File: src/rtl/register_file_sb_if.sv
// Bundle between decode/writeback and the busy-scoreboarded register file.
// The master side issues reads, issues and writebacks; the slave is the register file.
interface register_file_sb_if #(
  parameter int unsigned XLEN  = 32,
  parameter int unsigned NREGS = 32,
  parameter int unsigned LED_W = 6
);
  localparam int unsigned AW = $clog2(NREGS);

  logic [AW-1:0]   rs1;
  logic [AW-1:0]   rs2;
  logic [XLEN-1:0] rs1_data;
  logic [XLEN-1:0] rs2_data;
  logic            rs1_busy;
  logic            rs2_busy;
  logic            issue_valid;
  logic [AW-1:0]   issue_rd;
  logic            reg_write;
  logic [AW-1:0]   rd;
  logic [XLEN-1:0] data;
  logic [LED_W-1:0] led;

  modport master (
    output rs1, rs2, issue_valid, issue_rd, reg_write, rd, data,
    input  rs1_data, rs2_data, rs1_busy, rs2_busy, led
  );

  modport slave (
    input  rs1, rs2, issue_valid, issue_rd, reg_write, rd, data,
    output rs1_data, rs2_data, rs1_busy, rs2_busy, led
  );
endinterface

File: src/rtl/register_file_sb.sv
// Integer register file (x0 = 0) with a per-register busy scoreboard and an active-low LED mirror.
// Optional write-to-read forwarding is enabled by defining REGFILE_BYPASS_EN.
module register_file_sb #(
  parameter int unsigned XLEN    = 32,
  parameter int unsigned NREGS   = 32,
  parameter int unsigned LED_REG = 1,
  parameter int unsigned LED_W   = 6
) (
  input logic               clock,
  input logic               reset_n,
  register_file_sb_if.slave bus
);
  localparam int unsigned AW = $clog2(NREGS);
  localparam logic [AW-1:0] LedIdx = AW'(LED_REG);

  logic [XLEN-1:0]  regs_q [NREGS];
  logic [NREGS-1:0] busy_q;
  logic [NREGS-1:0] busy_d;
  logic             wr_en;
  logic             iss_en;
  logic [XLEN-1:0]  rs1_stored;
  logic [XLEN-1:0]  rs2_stored;

  assign wr_en  = bus.reg_write && (bus.rd != '0);
  assign iss_en = bus.issue_valid && (bus.issue_rd != '0);

  // Set is applied after clear so a newer producer on the same index keeps the bit high.
  always_comb begin
    busy_d = busy_q;
    if (wr_en) begin
      busy_d[bus.rd] = 1'b0;
    end
    if (iss_en) begin
      busy_d[bus.issue_rd] = 1'b1;
    end
    busy_d[0] = 1'b0;
  end

  always_ff @(posedge clock or negedge reset_n) begin
    if (!reset_n) begin
      for (int unsigned i = 0; i < NREGS; i++) begin
        regs_q[i] <= '0;
      end
      busy_q <= '0;
    end else begin
      if (wr_en) begin
        regs_q[bus.rd] <= bus.data;
      end
      busy_q <= busy_d;
    end
  end

  assign rs1_stored = (bus.rs1 == '0) ? '0 : regs_q[bus.rs1];
  assign rs2_stored = (bus.rs2 == '0) ? '0 : regs_q[bus.rs2];

`ifdef REGFILE_BYPASS_EN
  logic fwd1;
  logic fwd2;

  assign fwd1 = wr_en && (bus.rd == bus.rs1);
  assign fwd2 = wr_en && (bus.rd == bus.rs2);

  // A forwarded operand is ready unless the same cycle also issues a new producer for it.
  always_comb begin
    bus.rs1_data = fwd1 ? bus.data : rs1_stored;
    bus.rs2_data = fwd2 ? bus.data : rs2_stored;
    bus.rs1_busy = fwd1 ? (iss_en && (bus.issue_rd == bus.rs1)) : busy_q[bus.rs1];
    bus.rs2_busy = fwd2 ? (iss_en && (bus.issue_rd == bus.rs2)) : busy_q[bus.rs2];
  end
`else
  always_comb begin
    bus.rs1_data = rs1_stored;
    bus.rs2_data = rs2_stored;
    bus.rs1_busy = busy_q[bus.rs1];
    bus.rs2_busy = busy_q[bus.rs2];
  end
`endif

  assign bus.led = ~regs_q[LedIdx][LED_W-1:0];
endmodule

File: src/flat_wrapper.sv
// flat-port wrapper written by rule: the top's interface ports become plain ports
module register_file_sb_flat 
#(
  parameter int unsigned XLEN    = 32,
  parameter int unsigned NREGS   = 32,
  parameter int unsigned LED_REG = 1,
  parameter int unsigned LED_W   = 6
)
  (clock, reset_n, bus_rs1, bus_rs2, bus_issue_valid, bus_issue_rd, bus_reg_write, bus_rd, bus_data, bus_rs1_data, bus_rs2_data, bus_rs1_busy, bus_rs2_busy, bus_led);
  register_file_sb_if #(.XLEN(XLEN), .NREGS(NREGS), .LED_W(LED_W)) bus_i ();
  input logic clock;
  input logic reset_n;
  input wire logic [$bits(bus_i.rs1)-1:0] bus_rs1;
  input wire logic [$bits(bus_i.rs2)-1:0] bus_rs2;
  input wire logic [$bits(bus_i.issue_valid)-1:0] bus_issue_valid;
  input wire logic [$bits(bus_i.issue_rd)-1:0] bus_issue_rd;
  input wire logic [$bits(bus_i.reg_write)-1:0] bus_reg_write;
  input wire logic [$bits(bus_i.rd)-1:0] bus_rd;
  input wire logic [$bits(bus_i.data)-1:0] bus_data;
  output wire logic [$bits(bus_i.rs1_data)-1:0] bus_rs1_data;
  output wire logic [$bits(bus_i.rs2_data)-1:0] bus_rs2_data;
  output wire logic [$bits(bus_i.rs1_busy)-1:0] bus_rs1_busy;
  output wire logic [$bits(bus_i.rs2_busy)-1:0] bus_rs2_busy;
  output wire logic [$bits(bus_i.led)-1:0] bus_led;
  assign bus_i.rs1 = bus_rs1;
  assign bus_i.rs2 = bus_rs2;
  assign bus_i.issue_valid = bus_issue_valid;
  assign bus_i.issue_rd = bus_issue_rd;
  assign bus_i.reg_write = bus_reg_write;
  assign bus_i.rd = bus_rd;
  assign bus_i.data = bus_data;
  assign bus_rs1_data = bus_i.rs1_data;
  assign bus_rs2_data = bus_i.rs2_data;
  assign bus_rs1_busy = bus_i.rs1_busy;
  assign bus_rs2_busy = bus_i.rs2_busy;
  assign bus_led = bus_i.led;
  register_file_sb #(.XLEN(XLEN), .NREGS(NREGS), .LED_REG(LED_REG), .LED_W(LED_W)) u_core (.clock(clock), .reset_n(reset_n), .bus(bus_i));
endmodule
File: config.mk
export PLATFORM = sky130hd
export DESIGN_NAME = register_file_sb_flat
export DESIGN_NICKNAME = d
export VERILOG_FILES = /design/src/rtl/register_file_sb_if.sv /design/src/rtl/register_file_sb.sv /design/src/flat_wrapper.sv
export SDC_FILE = /design/constraint.sdc
export NUM_CORES = 2
export LEC_CHECK = 0
export ABC_CLOCK_PERIOD_IN_PS = 2400
export BUFFER_PORTS_ARGS = -buffer_cell sky130_fd_sc_hd__buf_4
export CAP_MARGIN = 20
export CORE_ASPECT_RATIO = 1.1
export CORE_UTILIZATION = 50
export CTS_BUF_LIST = sky130_fd_sc_hd__clkbuf_2 sky130_fd_sc_hd__clkbuf_4 sky130_fd_sc_hd__clkbuf_8
export DETAILED_ROUTE_END_ITERATION = 8
export MAX_ROUTING_LAYER = met4
export PLACE_DENSITY_LB_ADDON = 0.05
export SETUP_SLACK_MARGIN = 0.02
export SLEW_MARGIN = 20
export SYNTH_ARGS = -nofsm -noshare
export SYNTH_HDL_FRONTEND = slang
export SYNTH_SLANG_ARGS = --single-unit
export TNS_END_PERCENT = 50
File: constraint.sdc
create_clock -name clock -period 2.4 [get_ports clock]
set_input_delay 0.48 -clock clock [delete_from_list [all_inputs] [get_ports clock]]
set_output_delay 0.48 -clock clock [all_outputs]
set_load 0.01 [all_outputs]
# After elaboration in Yosys (flattened, before gate mapping)

Index checks and enable logic that the tools add are counted.

Bits in registers: 1,055
Word-level logic and storage cells: 80
Bits of input ports: 56
Output and inout port bits: 72

Reduce and logical (&&, ||, !) cells: 9
Order comparisons: 10
Bitwise logic cells: 7
Mux-type cells: 21

Operator list:

| kind                                                                                | number |
|---|---|
| 1024-bit bitwise mux                                                                | 1 |
| 32-bit binary-select mux with 5-bit select                                          | 2 |
| 32-bit 2-to-1 mux                                                                   | 9 |
| 32-bit demux with 5-bit select                                                      | 1 |
| 32-bit AND                                                                          | 1 |
| 32-bit inverter                                                                     | 1 |
| 32-bit OR                                                                           | 1 |
| 5-bit by 6-bit < comparator with 1-bit output, second input constant                | 4 |
| 6-bit greater-or-equal comparator, second input constant                            | 3 |
| 5-bit inverter with 6-bit output                                                    | 3 |
| 1-bit binary-select mux with 5-bit select                                           | 2 |
| 1-bit demux with 5-bit select                                                       | 2 |
| 5-bit by 1-bit greater-or-equal comparator with 1-bit output, second input constant | 2 |
| 5-bit logical NOT                                                                   | 2 |
| 5-bit nonzero test                                                                  | 2 |
| 6-bit by 1-bit < comparator with 1-bit output, second input constant                | 1 |
| 6-bit inverter                                                                      | 1 |
| 1-bit logical AND                                                                   | 5 |
| 1-bit 2-to-1 mux                                                                    | 4 |

# Logic depth before layout (Yosys ltp)

Depth after elaboration: 9
Gate-level depth with buffers: 8

# Worst setup path before layout

Ideal clock, no wire load.

Kind: input-to-output
Start point: input bus_rs2[1]
End point: output bus_rs2_busy
Setup slack: -0.215 ns
Cell stages on the path: 6
Arrival time: 2.135 ns
Path buffers: 3
Path through: buf_2 -> buf_6 -> buf_2 -> mux4_2 -> mux4_2 -> mux2_2

Longest elaborated chain between the ends: 2

Ends and longest elaborated chain:

| item                                      | RTL line               | source |
|---|---|---|
| start, declared                           | flat_wrapper.sv:14     | `input wire logic [$bits(bus_i.rs2)-1:0] bus_rs2;` |
| 1-bit binary-select mux with 5-bit select | register_file_sb.sv:75 | `bus.rs2_busy = busy_q[bus.rs2];` |
| 1-bit 2-to-1 mux (not written as such)    | register_file_sb.sv:75 |  |
| end, declared                             | flat_wrapper.sv:23     | `output wire logic [$bits(bus_i.rs2_busy)-1:0] bus_rs2_busy;` |

No other way between the ends. The select of a mux whose other input is x is not followed.

# Worst setup path after layout

Start point: register u_core.busy_q[15]
End point: output bus_rs1_busy

Longest elaborated chain between the ends: 2

Ends and longest elaborated chain:

| item                                      | RTL line               | source |
|---|---|---|
| start, declared                           | register_file_sb.sv:17 | `logic [NREGS-1:0] busy_q;` |
| start signal, assigned                    | register_file_sb.sv:49 | `busy_q <= busy_d;` |
| 1-bit binary-select mux with 5-bit select | register_file_sb.sv:74 | `bus.rs1_busy = busy_q[bus.rs1];` |
| 1-bit 2-to-1 mux (not written as such)    | register_file_sb.sv:74 |  |
| end, declared                             | flat_wrapper.sv:22     | `output wire logic [$bits(bus_i.rs1_busy)-1:0] bus_rs1_busy;` |

No other way between the ends. The select of a mux whose other input is x is not followed.

==> run_results.csv <==
group,metric,value,unit
global_route,track_usage,37.07,%
clock_tree,cts_buffers,183,
placed_design,place_congestion,0.8794,
finish,drive_above_1_share,64.86,%
yosys,syn_avg_cell_area,14.92,µm²
timing,max_freq,309.6,MHz
critical_path,crit_required,1920,ps
yosys,synth_area,55970,µm²
global_route,antenna_found_initial,3,
timing,fin_worst_skew,0,ps
critical_path,reg2reg_depth,2,
finish,post-route-util,62.25,%
finish,syn_to_final_growth,23.25,%
clock_tree,cts_tree,"done",
die,die_w,321.0,µm
global_route,grt_overflow,0,
die,initial_core_util,50.51,%
timing,tightest_slew,1220,ps
timing,finalHoldViolCount,0,
critical_path,critPathKind,"flip-flop to output pin",
timing,worst_slack,-830.2,ps
finish,final_area,68990,µm²
timing,rsz0062_at_grt,"yes",
die,ios,128,
timing,slew_viol_final,0,
finish,fillers,8330,
hold_path,min_delay_path_depth,2,
yosys,synth_commonest_cells,"mux2_2 (1,058), dfrtp_1 (1,055), mux4_2 (466)",
global_route,grt_max_degree,103,
critical_path,cp.arrival,2750,ps
global_route,grt_pass1_wl,292.9,mm
yosys,synth.distinct_cells,36,
run_status,violations,"setup timing",
die,core_region_area,110800,µm²
critical_path,critPathCaptureType,"output pin",
pwr,p_per_area,785.7,nW/µm²
yosys,synthTopCellsByArea,"dfrtp_1 (47%), mux2_2 (21%), mux4_2 (19%), mux2i_1 (2.3%), clkbuf_1 (1.6%)",
detailed_routing,vias_per_cell,6.747,
job,max-cap-violations,0,
yosys,ys.flop_type,"dfrtp_1",
placed_design,dpl_cell_area,63460,µm²
yosys,synthCells,3751,
finish,nets,4200,
placed_design,numPlacedInstances,5427,
yosys,ys_ff_latch,1055,
detailed_routing,first_iter_violations,3609,
clock_tree,clock_latency,920,ps
yosys,async_flop_share,100.0,%
pwr,p_leak,0.03011,µW
timing,finalSetupViolCount,66,
yosys,yosys_warnings,0,
run_status,status,"complete, but fails checks",
clock_tree,clockBufferDepth,3,
clock_tree,cts-root-buf,"clkbuf_8",
global_route,grt_pass1_vias,41587,
clock_tree,cts.reportedPaths.clkPinSlew,70,ps
yosys,synth_edf_count,0,
detailed_routing,finalWirelength,200.6,mm
placed_design,hpwlAfterDp,127.8,mm
die,dieArea,113300,µm²
clock_tree,clock_sinks,1055,
placed_design,io_buffers,127,
yosys,syn-num-nets,3807,
die,rows,128,
placed_design,place_ws,-633.7,ps
detailed_routing,drc,0,
finish,final_cells,5787,
pwr,ir_worst_vdd,501.7,µV
yosys,ys_seq_area_share,47.16,%
timing,post-route-period-util,134.6,%
timing,relSlewSlack,18.65,%
detailed_routing,drt-wirelength-per-cell,34.66,µm
timing,min_period,3230,ps
hold_path,hold_path_class,"input pin to flip-flop",
clock_tree,htree_levels,4,
detailed_routing,vias,39043,
die,die_h,352.9,µm
critical_path,startpoint_type,"flip-flop",
detailed_routing,dr.pass1.iters,5,
yosys,synth_top_area_share,47.16,%
detailed_routing,ant_nets,0,
critical_path,crit_fanout,3,
yosys,yosys.area.top_type,"dfrtp_1",
yosys,synth_most_common_cell,"mux2_2",
worst max-delay path: stages (launching register included):
cell and delay (ps):
dfrtp_1 400, mux4_2 490, mux4_2 500, mux2_4 300
buf_6 130
through the flow:
step                      TNS [ps]  hold WS (ps)  total power [µW]
final                       -38550         62.68             54210
after global routing        -43250         35.24             56330
after CTS                   -42480       0.01443             54140
after detailed placement    -31190         383.3             35550
after global placement      -32280         376.3             34760
after floorplan                  0         184.4             31090
sequential cells by signal, summed over array words and instances (netlist names):
name,flops
u_core.busy_q,31
u_core.regs_q,1024
layout by cell type (no fill, tap or decap), drive strengths merged, types with 64 or more instances in the layout:
master / netlist / layout
a22oi: 64 / 64
mux2: 1058 / 1058
a211oi: 64 / 64
mux2i: 130 / 130
a311oi: 64 / 64
mux4: 466 / 466
dfrtp: 1055 / 1055
nor2b: 71 / 71
clkbuf: 236 / 296
o21ai: 136 / 136
buf: 203 / 633
kinds of logic (layout without fill, tap and decap cells):
family / Yosys count / count (layout) / synth area share, %
compound gates: 411 / 411 / 5.240
flops: 1055 / 1055 / 47.16
other cells: 0 / 4 / 0
simple gates: 184 / 184 / 1.797
buf+inv: 447 / 984 / 3.440
mux: 1654 / 1654 / 42.36
worst paths after layout:
check,from,end,slack (ps)
max reg2reg,u_core.busy_q[11],u_core.busy_q[11],1140
min,bus_data[9],u_core.regs_q[841],60
max in group asynchronous,reset_n,u_core.regs_q[843],1340
max,u_core.busy_q[15],bus_rs1_busy,-830
min in group asynchronous,reset_n,u_core.regs_q[695],90
min reg2reg,u_core.regs_q[995],u_core.regs_q[995],390
area by class of cell:
| type | instances | area [µm²] | area share (%) |
|---|---|---|---|
| Timing Repair Buffer | 647 | 7157 | 10.37 |
| Inverter | 8 | 38.79 | 0.05622 |
| Tap cell | 1495 | 1871 | 2.711 |
| Multi-Input combinational cell | 2249 | 29480 | 42.74 |
| Antenna cell | 4 | 10.01 | 0.01451 |
| Sequential cell | 1055 | 26400 | 38.27 |
| Clock inverter | 33 | 294.0 | 0.4262 |
| Clock buffer | 296 | 3736 | 5.415 |
repair_timing:
| action | 4_1_cts | 5_1_grt |
|---|---|---|
| buffers inserted | 5 | 12 |
| hold buffers | 14 | 0 |
| endpoints found under the hold margin | 514 | 0 |
| gates resized for setup | 264 | 70 |
| pin swaps | 42 | 36 |
| setup endpoints to repair | 66 | 67 |
per-layer routing:
| layer | global-route usage, % | share of wire (%) | vias up |
|---|---|---|---|
| li1 | - | - | 15455 |
| met1 | 47.54 | 39 | 21110 |
| met2 | 56.85 | 48 | 1927 |
| met3 | 6.922 | 7.4 | 551 |
| met4 | 18.16 | 5.4 | 0 |
| met5 | - | 0 | - |
where the power goes:
| group | internal (µW) | leakage [µW] | total, µW | switching, µW |
|---|---|---|---|---|
| sequential | 21200 | 0.0135 | 23900 | 2660 |
| clock | 10200 | 0.00213 | 18100 | 7810 |
| combinational | 7390 | 0.0144 | 12300 | 4910 |
No activity file was read; power rests on OpenSTA's default activity.
